[src/rtl/ad9361_pkg.sv]
// Shared definitions for the AD9361 capture path: sequencer state encoding and the
// default AXI burst length, which must match the serializer.
package ad9361_pkg;

  typedef enum logic [2:0] {
    StIdle    = 3'd0,
    StArmed   = 3'd1,
    StSkip    = 3'd2,
    StCapture = 3'd3,
    StDone    = 3'd4
  } state_e;

  localparam int unsigned DefaultBurstLength = 512;

endpackage

[src/rtl/ad9361_term_counter.sv]
// Up-counter with enable, synchronous clear and a compare against a terminal value.
module ad9361_term_counter #(
  parameter int unsigned Width = 16
) (
  input  logic             clk_i,
  input  logic             rst_ni,
  input  logic             en_i,
  input  logic             clr_i,
  input  logic [Width-1:0] term_i,
  output logic [Width-1:0] cnt_o,
  output logic             at_term_o
);

  logic [Width-1:0] cnt_q, cnt_d;

  // Clear has priority so a terminal event can restart the count in the same cycle.
  always_comb begin
    cnt_d = cnt_q;
    if (clr_i) begin
      cnt_d = '0;
    end else if (en_i) begin
      cnt_d = cnt_q + Width'(1);
    end
  end

  always_ff @(posedge clk_i or negedge rst_ni) begin
    if (!rst_ni) begin
      cnt_q <= '0;
    end else begin
      cnt_q <= cnt_d;
    end
  end

  assign cnt_o     = cnt_q;
  assign at_term_o = (cnt_q == term_i);

endmodule

[src/rtl/ad9361_capture_ctrl.sv]
// Capture sequencer: gates the four AD9361 channel valids so that exactly N whole
// serializer bursts pass after optional trigger and settling-frame discard.
module ad9361_capture_ctrl
  import ad9361_pkg::*;
#(
  parameter int unsigned AXIS_BURST_LENGTH = DefaultBurstLength,
  parameter int unsigned SKIP_WIDTH        = 16,
  parameter int unsigned BURST_WIDTH       = 16
) (
  input  logic                   data_clk,
  input  logic                   data_rst_n,
  input  logic                   start,
  input  logic                   abort,
  input  logic                   trig_en,
  input  logic                   trigger,
  input  logic [SKIP_WIDTH-1:0]  skip_count,
  input  logic [BURST_WIDTH-1:0] burst_count,
  input  logic [3:0]             valid_in,
  output logic [3:0]             valid_out,
  output logic                   busy,
  output logic                   capturing,
  output logic                   done,
  output logic [BURST_WIDTH-1:0] bursts_done
);

  localparam int unsigned SampWidth = $clog2(AXIS_BURST_LENGTH);
  localparam logic [SampWidth-1:0] SampLast = SampWidth'(AXIS_BURST_LENGTH - 1);

  state_e                 state_q, state_d;
  logic [SKIP_WIDTH-1:0]  skip_q;
  logic [BURST_WIDTH-1:0] burst_q;
  logic                   abort_pending_q, abort_pending_d;

  logic                   frame, start_ok;
  logic [SKIP_WIDTH-1:0]  skip_cnt;
  logic [SampWidth-1:0]   samp_cnt;
  logic                   skip_at_term, samp_at_term, burst_at_term;
  logic                   skip_clr, burst_end, last_burst;

  assign frame     = &valid_in;
  assign start_ok  = start & (state_q == StIdle);
  assign skip_clr  = (state_q != StSkip) | (frame & skip_at_term);
  assign burst_end = (state_q == StCapture) & frame & samp_at_term;
  // burst_q == 0 selects continuous mode, where only an abort ends the capture.
  assign last_burst = (burst_q != '0) & burst_at_term;

  ad9361_term_counter #(
    .Width (SKIP_WIDTH)
  ) u_skip_cnt (
    .clk_i     (data_clk),
    .rst_ni    (data_rst_n),
    .en_i      ((state_q == StSkip) & frame),
    .clr_i     (skip_clr),
    .term_i    (skip_q - SKIP_WIDTH'(1)),
    .cnt_o     (skip_cnt),
    .at_term_o (skip_at_term)
  );

  // Burst length is a power of two, so the sample counter wraps on its own at the boundary.
  ad9361_term_counter #(
    .Width (SampWidth)
  ) u_samp_cnt (
    .clk_i     (data_clk),
    .rst_ni    (data_rst_n),
    .en_i      ((state_q == StCapture) & frame),
    .clr_i     (start_ok),
    .term_i    (SampLast),
    .cnt_o     (samp_cnt),
    .at_term_o (samp_at_term)
  );

  ad9361_term_counter #(
    .Width (BURST_WIDTH)
  ) u_burst_cnt (
    .clk_i     (data_clk),
    .rst_ni    (data_rst_n),
    .en_i      (burst_end),
    .clr_i     (start_ok),
    .term_i    (burst_q - BURST_WIDTH'(1)),
    .cnt_o     (bursts_done),
    .at_term_o (burst_at_term)
  );

  logic unused_cnt;
  assign unused_cnt = ^{skip_cnt, samp_cnt};

  always_ff @(posedge data_clk or negedge data_rst_n) begin
    if (!data_rst_n) begin
      state_q         <= StIdle;
      skip_q          <= '0;
      burst_q         <= '0;
      abort_pending_q <= 1'b0;
    end else begin
      state_q         <= state_d;
      abort_pending_q <= abort_pending_d;
      if (start_ok) begin
        skip_q  <= skip_count;
        burst_q <= burst_count;
      end
    end
  end

  always_comb begin
    state_d         = state_q;
    abort_pending_d = (state_q == StCapture) & (abort_pending_q | abort);
    unique case (state_q)
      StIdle: begin
        if (start) begin
          if (trig_en)                 state_d = StArmed;
          else if (skip_count != '0)   state_d = StSkip;
          else                         state_d = StCapture;
        end
      end
      StArmed: begin
        if (abort)                     state_d = StIdle;
        else if (trigger)              state_d = (skip_q != '0) ? StSkip : StCapture;
      end
      StSkip: begin
        if (abort)                     state_d = StIdle;
        else if (frame && skip_at_term) state_d = StCapture;
      end
      StCapture: begin
        // An abort on the boundary frame itself still ends at this boundary.
        if (burst_end && (last_burst || abort_pending_q || abort)) state_d = StDone;
      end
      StDone:                          state_d = StIdle;
      default:                         state_d = StIdle;
    endcase
  end

  always_comb begin
    capturing = (state_q == StCapture);
    busy      = (state_q != StIdle);
    done      = (state_q == StDone);
    valid_out = valid_in & {4{capturing}};
  end

endmodule

[config.mk]
export PLATFORM = sky130hd
export DESIGN_NAME = ad9361_capture_ctrl
export DESIGN_NICKNAME = d
export VERILOG_FILES = /design/src/rtl/ad9361_pkg.sv /design/src/rtl/ad9361_term_counter.sv /design/src/rtl/ad9361_capture_ctrl.sv
export SDC_FILE = /design/constraint.sdc
export NUM_CORES = 1
export LEC_CHECK = 0
export CAP_MARGIN = 20
export CORE_MARGIN = 2
export CORE_UTILIZATION = 45
export CTS_BUF_LIST = sky130_fd_sc_hd__clkbuf_2 sky130_fd_sc_hd__clkbuf_4 sky130_fd_sc_hd__clkbuf_8
export DETAILED_ROUTE_END_ITERATION = 12
export DONT_BUFFER_PORTS = 1
export SLEW_MARGIN = 20
export SYNTH_ARGS = -nofsm -noshare
export SYNTH_HDL_FRONTEND = slang
export SYNTH_SLANG_ARGS = --single-unit
[constraint.sdc]
create_clock -name data_clk -period 2.82 [get_ports data_clk]
set_input_delay 0.141 -clock data_clk [delete_from_list [all_inputs] [get_ports data_clk]]
set_output_delay 0.141 -clock data_clk [all_outputs]
set_load 0.02 [all_outputs]
After elaboration in Yosys (flattened, before gate mapping)
Index checks and enable logic that the tools add are counted.

Register bits: 77. Latch bits: 0. Memory bits (writable): 0. Memory bits (read-only): 0. Input bits: 42. Output and inout bits: 23. Logic and storage cells: 64. Memories: 0.

$add $sub $neg: 5. $mul: 0. Divide/modulo/power cells: 0. Order comparisons: 0. Eq/ne operators: 12. Shift operators: 0. Mux-type cells: 16. Bitwise gates (word level): 10. Reduce and logical (&&, ||, !) cells: 14.

Operators with widths (count): two-way mux 16 bit (4); nonzero test 16 bit (3); adder 16 x 1 -> 16 bit (second input constant) (2); equality test 16 bit (2); subtractor 16 x 1 -> 16 bit (second input constant) (2); two-way mux 3 bit (6); two-way mux 9 bit (2); one-hot mux 3 bit (4 select lines) (1); adder 9 x 1 -> 9 bit (second input constant) (1); equality test 9 bit (second input constant) (1); AND reduction 4 bit (2); AND 1 bit (7); equality test 3 x 2 -> 1 bit (second input constant) (2); != test 3 x 2 -> 1 bit (second input constant) (2); nonzero test 2 bit (3); AND 4 bit (1); equality test 3 x 1 -> 1 bit (second input constant) (1); equality test 3 bit (second input constant) (1); logical NOT 3 bit (1); != test 3 bit (second input constant) (1); nonzero test 3 bit (1); logical AND 1 bit (2); logical OR 1 bit (2); two-way mux 1 bit (2); other kinds (4) (5).

Logic depth before layout (Yosys ltp)
Gate-level depths: netlist of run 1.

Depth in word-level cells: 8. Mapped depth: 11. Depth with buffers taken out: 10.

By module
A second synthesis of run 1 with hierarchy kept.

Cell total of the unflattened synthesis: 467. Area, all modules: 4728.3 um2.

Modules (own cells, without submodules): ad9361_capture_ctrl (instances 1, cells each 204, area each 2135.8 um2, sequential area each 900.9 um2); ad9361_term_counter (u_burst_cnt ...) (instances 2, cells each 104, area each 1024.7 um2, sequential area each 400.4 um2); ad9361_term_counter (u_samp_cnt) (instances 1, cells each 55, area each 543.0 um2, sequential area each 225.2 um2).

Worst setup path after synthesis of run 1
No wires, ideal clock.

Path type: reg2reg. Start point: register skip_q[3]. End point: register u_skip_cnt.cnt_q[11] (netlist: u_skip_cnt.cnt_o[11]). Library setup time: 0.119 ns. Data arrival time: 2.377 ns. Required time: 2.701 ns. Path slack: 0.324 ns. Cell stages (with the launch flop): 10. Buffers on the path: 2. Clock period less this slack: 2.496 ns. Cell sequence: dfrtp_1 -> buf_6 -> or4_4 -> or4_1 -> a21o_1 -> a221oi_2 -> nand4_2 -> nand2_2 -> buf_6 -> nor2_1.

Cells in the longest elaborated chain, start to end: 5. Elaborated cells between the ends (all ways): 6. Classes of those cells: add/sub: 1; eq/ne: 1; mux: 1; bitwise: 2; reduce/logical: 1.

Ends and longest elaborated chain: start: declaration (line ad9361_capture_ctrl.sv:30) `logic [SKIP_WIDTH-1:0] skip_q;`; start signal: assignment (line ad9361_capture_ctrl.sv:97) `skip_q <= skip_count;`; subtractor 16 x 1 -> 16 bit (*) (line ad9361_capture_ctrl.sv:54) `.term_i (skip_q - SKIP_WIDTH'(1)),`; equality test 16 bit (*) (line ad9361_term_counter.sv:35) `assign at_term_o = (cnt_q == term_i);`; AND 1 bit (*) (line ad9361_capture_ctrl.sv:42) `assign skip_clr = (state_q != StSkip) | (frame & skip_at_term);`; bitwise OR 1 bit (*) (line ad9361_capture_ctrl.sv:42); two-way mux 16 bit or nonzero test 2 bit (tied branches); end signal: assignment (line ad9361_term_counter.sv:30) `cnt_q <= cnt_d;`; end: declaration (line ad9361_term_counter.sv:14) `logic [Width-1:0] cnt_q, cnt_d;`.

Mark *: on every way between the ends. The rest lies on a longest branch, timed or not. A chain may end at the register's enable or synchronous reset.

Final worst setup path of run 1
Start point: register skip_q[0]. End point: register state_q[0].

Cells in the longest elaborated chain, start to end: 5. Elaborated cells between the ends (all ways): 10. Classes of those cells: add/sub: 1; eq/ne: 2; mux: 4; reduce/logical: 3.

Ends and longest elaborated chain: subtractor 16 x 1 -> 16 bit or nonzero test 16 bit (tied branches) (line ad9361_capture_ctrl.sv:54, ad9361_capture_ctrl.sv:116); equality test 16 bit or two-way mux 1 bit (tied branches) (line ad9361_term_counter.sv:35, ad9361_capture_ctrl.sv:116); logical AND 1 bit or two-way mux 3 bit (tied branches) (line ad9361_capture_ctrl.sv:120, ad9361_capture_ctrl.sv:116); != test 3 x 2 -> 1 bit (no line) or two-way mux 3 bit (tied branches); AND reduction 4 bit (no line) or one-hot mux 3 bit (4 select lines) (tied branches); end signal: assignment (line ad9361_capture_ctrl.sv:89) `state_q <= StIdle;`; end signal: assignment (line ad9361_capture_ctrl.sv:94) `state_q <= state_d;`; end: declaration (line ad9361_capture_ctrl.sv:29) `state_e state_q, state_d;`.

Parallel ways exist; a longest one is shown, timed or not. The select of a mux whose other input is x is not followed.

==> results.toml, run 1 <==
[synthesis]
yosysTopAreaCellShare = 0.4123
yosysUniqueCellTypes = 57
synth_edf_count = 0
ys.flop_type = "dfrtp_1"
synth-seq-cells = 77
yosys-top-cells-area = "dfrtp_1 (41%), mux2_2 (7.0%), xor2_1 (6.6%), xnor2_1 (6.2%), nor2_1 (4.6%)"
synth_area_mm2 = 0.004673
synthArstFlopShare = 1.000
yosysSeqAreaShare = 0.4123
syn_avg_cell_area_um2 = 9.479
yosysWarnings = 0
syn_inst = 493
yosysMostFrequentCell = "dfrtp_1"
yosys.area.top_type = "dfrtp_1"
synth_commonest_cells = "dfrtp_1 (77), nor2_1 (57), nand2_1 (38)"
synth_nets = 543

[place]
dp_hpwl_mm = 8.458
pre_cts_slack_ns = 0.1390
place_congestion = 0.8363
port_buffers = 0

[setup_path]
rr_startpoint = "skip_q[0]"
cp-start-kind = "flip-flop"
crit_family = "simple AND/OR/NAND/NOR gates"
crit_start = "skip_q[0]"
path_cells = "or4_4 -> or4_1 -> a21o_1 -> a221oi_2 -> nand4_2 -> nand2_4 -> o221a_2"
regToRegSetupSlack_ns = 0.15
crit_fanout = 15
path_buf_inv = 0
reg2regPathDepth = 7
cp_data_required_time_ns = 3.13
crit_type = "reg -> reg"
endpoint_kind = "flip-flop"
cpPeakStageDelay_ns = 0.59
r2r_end = "state_q[0]"
cp.arrival_ns = 2.97
cp.depth = 7
crit_path_top_delay_cell = "or4_4"

[clock_network]
cts_made_buffers = 9
cts_tree = "done"
htreeDepth = 3
clk_latency_ns = 0.36
cts_sinks = 77
cts_max_path_buffers = 2
cts_setup_buffers = 0
cts_root_buf = "clkbuf_8"
clkTransAtPathRegs_ns = 0.08

[routing]
viasPerCell = 5.606
initialDrtViolationCount = 198
drc = 0
vias = 3801
post_drt_wl_per_cell_um = 17.16
ant_nets = 0
firstDrtPassIters = 4
finalWirelength_mm = 11.63

[final_layout]
regArea_mm2 = 0.001927
synthToLayoutAreaGrowth_pct = 17.40
fillers = 950
num-nets-final = 587
drive_gt1_frac = 0.1481
multi_input_area_mm2 = 0.002611

[flow_run]
drv_cap = 0

[outcome]
status = "complete, no violations"

[global_route]
grtUsageTotal = 0.2154
grt_first_pass_wirelength_mm = 19.00
antenna_found_initial = 0
grt_max_degree = 78
grt_pass1_vias = 3689
grt_overflow = 0

[floorplan]
fp.dieW_um = 105.9
die_y_um = 105.9
initial_core_util = 0.4588
row_count = 37
num_io_pins = 65
die_area_mm2 = 0.01122
coreArea_mm2 = 0.01018

[timing]
slew_headroom = 0.5061
fin_worst_skew_ns = 0.01334
maxSlewViolCount = 0
fin_ws_ns = 0.1522
clock.fmax_mhz = 374.8
setup_viol_count_final = 0
hold_violations = 0
setup_tns_ns = 0
timing.final.crit_share = 0.9460
max_slew.worst_pin.slew_ns = 0.7340
fin_crit_ns = 2.668
rsz0062_at_grt = "false"

[pwr]
power_density_mw_per_mm2 = 822.3
p_leak_nw = 2.231
ir_drop_v = 0.0005284

[worst_hold_path]
hold_depth = 3
hold_start = "abort"
hold_path_end = "state_q[1]"
hp-class = "in -> reg"
-- repair_timing --
action                     CTS  global route
hold buffers                35             0
setup endpoints to repair    0             1
hold endpoints to repair   111             0
gates resized for setup      0             1
-- placed cells by master (no fill, tap or decap), types with 4 or more instances in the layout --
cell type	instances
nor3b_1	6
ha_1	8
nor4b_1	5
mux2_2	29
nand3_1	14
nor2_1	56
nor3_1	10
mux2i_1	4
inv_1	9
a21oi_1	13
buf_4	22
clkbuf_8	9
dfrtp_1	77
nor4_1	15
xnor2_1	33
nand3b_1	4
and2_1	6
nand2_1	38
and3_1	11
nor2b_1	4
nand4_1	14
xor2_1	35
dlygate4sd3_1	34
or3_1	7
or4_1	5
o21ai_0	17
-- per-layer routing --
| metal | routed length [um] | vias up | GRT usage |
|---|---|---|---|
| li1 | - | 1851 | - |
| met1 | 5386 | 1842 | 0.2940 |
| met2 | 5490 | 94 | 0.3424 |
| met3 | 582 | 14 | 0.04721 |
| met4 | 174 | 0 | 0.07049 |
| met5 | 0 | - | 0 |
-- area by class of cell --
class,count,area share
inverter,9,0.006157
timing repair buffer,57,0.09715
antenna,2,0.0009122
tap,136,0.03101
sequential,77,0.3512
clock buffer,10,0.02395
clock inverter,4,0.01368
multi-input combinational,383,0.4759
-- state kept, by name, summed over array words and instances, names as in the netlist --
register           count
abort_pending_q        1
burst_q               16
skip_q                16
state_q                3
u_burst_cnt.cnt_o     16
u_samp_cnt.cnt_o       9
u_skip_cnt.cnt_o      16
-- worst register-to-register path: stages (launching register included) --
cell and delay [ns]:
dfrtp_1 0.44, or4_4 0.59, or4_1 0.54, a21o_1 0.18, a221oi_2 0.27, nand4_2 0.18
nand2_4 0.22, o221a_2 0.21
-- cells by family (layout without fill, tap and decap cells) --
family                     count (synthesis)  in the layout  synth area share
adders and majority gates                  8              8           0.02142
xor gates and xnor gates                  68             68            0.1274
other                                      0              2                 0
DFF                                       77             77            0.4123
AOI/OAI and AO/OA                         63             63           0.09130
muxes                                     33             33           0.07845
buffers and inverters                     33             80           0.03159
and+or+nand+nor                          211            211            0.2375
-- worst max-delay path by stage --
stage | to | slack (ns)
6_report | state_q[0] | 0.15
5_1_grt | state_q[1] | 0.006
4_1_cts | state_q[0] | 0.08
3_5_place_dp | state_q[0] | 0.14
3_3_place_gp | state_q[0] | 0.15
2_1_floorplan | u_skip_cnt.cnt_o[11] | 0.32
-- per-stage QoR --
step           total power [mW]  cells  hold slack, ns    util  instance area (um^2)
5_1_grt                   4.813    676          0.1285  0.5382                  5482
2_1_floorplan             3.048    493         -0.1546       -                  4673
6_report                  4.512    678         0.09062  0.5387                  5487
4_1_cts                   4.531    676         0.07550  0.5377                  5477
3_3_place_gp              3.502    627         -0.1521  0.4813                  4902
3_5_place_dp              3.535    627         -0.1501  0.4813                  4902
-- report_power, final --
group	internal [mW]	leakage (nW)	switching, mW
combinational	0.922	1.13	0.977
sequential	1.36	1.00	0.343
clock	0.498	0.0979	0.407
Note: power is estimated with default switching activity, not from simulation.
==> inputs of run 2 (changes only) <==
--- a/config.mk
+++ b/config.mk
@@ -11,6 +11,7 @@
 export CTS_BUF_LIST = sky130_fd_sc_hd__clkbuf_2 sky130_fd_sc_hd__clkbuf_4 sky130_fd_sc_hd__clkbuf_8
 export DETAILED_ROUTE_END_ITERATION = 12
 export DONT_BUFFER_PORTS = 1
+export MAX_ROUTING_LAYER = met4
 export SLEW_MARGIN = 20
 export SYNTH_ARGS = -nofsm -noshare
 export SYNTH_HDL_FRONTEND = slang
==> results.toml, run 2 (synthesized netlist as in run 1, its figures left out) <==
[outcome]
status = "complete, no violations"

[floorplan]
die_area_mm2 = 0.01122
initial_core_util = 0.4588
coreArea_mm2 = 0.01018
row_count = 37
num_io_pins = 65
die_y_um = 105.9
fp.dieW_um = 105.9

[routing]
vias = 3795
finalWirelength_mm = 11.58
post_drt_wl_per_cell_um = 17.09
ant_nets = 0
firstDrtPassIters = 4
drc = 0
viasPerCell = 5.597
initialDrtViolationCount = 215

[clock_network]
cts_sinks = 77
cts_setup_buffers = 0
htreeDepth = 3
cts_made_buffers = 9
cts_tree = "done"
cts_max_path_buffers = 2
cts_root_buf = "clkbuf_8"
clkTransAtPathRegs_ns = 0.08
clk_latency_ns = 0.36

[timing]
max_slew.worst_pin.slew_ns = 0.7408
fin_worst_skew_ns = 0.01346
fin_crit_ns = 2.668
setup_viol_count_final = 0
hold_violations = 0
rsz0062_at_grt = "false"
setup_tns_ns = 0
clock.fmax_mhz = 374.8
maxSlewViolCount = 0
fin_ws_ns = 0.1518
timing.final.crit_share = 0.9462
slew_headroom = 0.5016
holdWs_ns = 0.08619

[setup_path]
cp.arrival_ns = 2.98
crit_fanout = 15
crit_path_top_delay_cell = "or4_4"
endpoint_kind = "flip-flop"
path_cells = "or4_4 -> or4_1 -> a21o_1 -> a221oi_2 -> nand4_2 -> nand2_4 -> o221a_2"
cpPeakStageDelay_ns = 0.59
cp-start-kind = "flip-flop"
crit_type = "reg -> reg"
cp_data_required_time_ns = 3.13
crit_family = "simple AND/OR/NAND/NOR gates"
path_buf_inv = 0

[global_route]
grt_first_pass_wirelength_mm = 19.02
grt_pass1_vias = 3688
antenna_found_initial = 0
grt_max_degree = 78
grtUsageTotal = 0.2218
grt_overflow = 0

[flow_run]
drv_cap = 0

[final_layout]
drive_gt1_frac = 0.1481
stdcell_count = 678
layout_commonest_cell = "dfrtp_1"
mostFrequentLayoutCells = "dfrtp_1 (77), nor2_1 (56), nand2_1 (38)"
regArea_mm2 = 0.001927
multi_input_area_mm2 = 0.002611
final_core_util = 0.5387
fillers = 950
fin_area_mm2 = 0.005487
synthToLayoutAreaGrowth_pct = 17.40
num-nets-final = 587

[pwr]
power_mw = 4.511
power_density_mw_per_mm2 = 822.2
ir_drop_v = 0.0005306
p_leak_nw = 2.231

[place]
dp_cells = 627
pre_cts_slack_ns = 0.1390
port_buffers = 0
dp_hpwl_mm = 8.458
place_area_mm2 = 0.004902
place_congestion = 0.8492

[worst_hold_path]
hp-class = "in -> reg"
run 2: path summary, 6_finish.rpt:
check | startpoint | end | slack (ns) | depth (start not counted)
setup / recovery | skip_q[0] | state_q[0] | 0.15 | 7
hold / removal | abort | state_q[1] | 0.09 | 3
max in group asynchronous | data_rst_n | u_skip_cnt.cnt_o[0] | 2.17 | 2
min in group asynchronous | data_rst_n | u_burst_cnt.cnt_o[0] | 0.34 | 2
hold reg to reg | u_samp_cnt.cnt_o[8] | u_samp_cnt.cnt_o[8] | 0.51 | 1
setup reg to reg | skip_q[0] | state_q[0] | 0.15 | 7
run 2: where the power goes:
| group | internal [mW] | switching [mW] |
|---|---|---|
| combinational | 0.922 | 0.975 |
| sequential | 1.36 | 0.342 |
| clock | 0.498 | 0.410 |
run 2: area by class of cell:
cell class,count,area share
Antenna cell,2,0.0009122
Clock buffer,10,0.02395
Clock inverter,4,0.01368
Inverter,9,0.006157
Multi-Input combinational cell,383,0.4759
Sequential cell,77,0.3512
Tap cell,136,0.03101
Timing Repair Buffer,57,0.09715
run 2: what timing repair did:
action / CTS / global route
endpoints found under the hold margin: 111 / 0
hold buffers: 35 / 0
setup endpoints to repair: 0 / 1
resized for setup: 0 / 1
run 2: worst reg2reg max path: stages (launching register included):
cell and delay [ns]:
dfrtp_1 0.44, or4_4 0.59, or4_1 0.54, a21o_1 0.18, a221oi_2 0.27, nand4_2 0.18
nand2_4 0.22, o221a_2 0.21
run 2: layer usage:
layer | track usage | vias up | part of all wire
met5 | - | - | 0
met4 | 0.07049 | 0 | 0.019
met3 | 0.04660 | 21 | 0.051
met2 | 0.3429 | 90 | 0.47
met1 | 0.2948 | 1830 | 0.46
li1 | - | 1854 | -
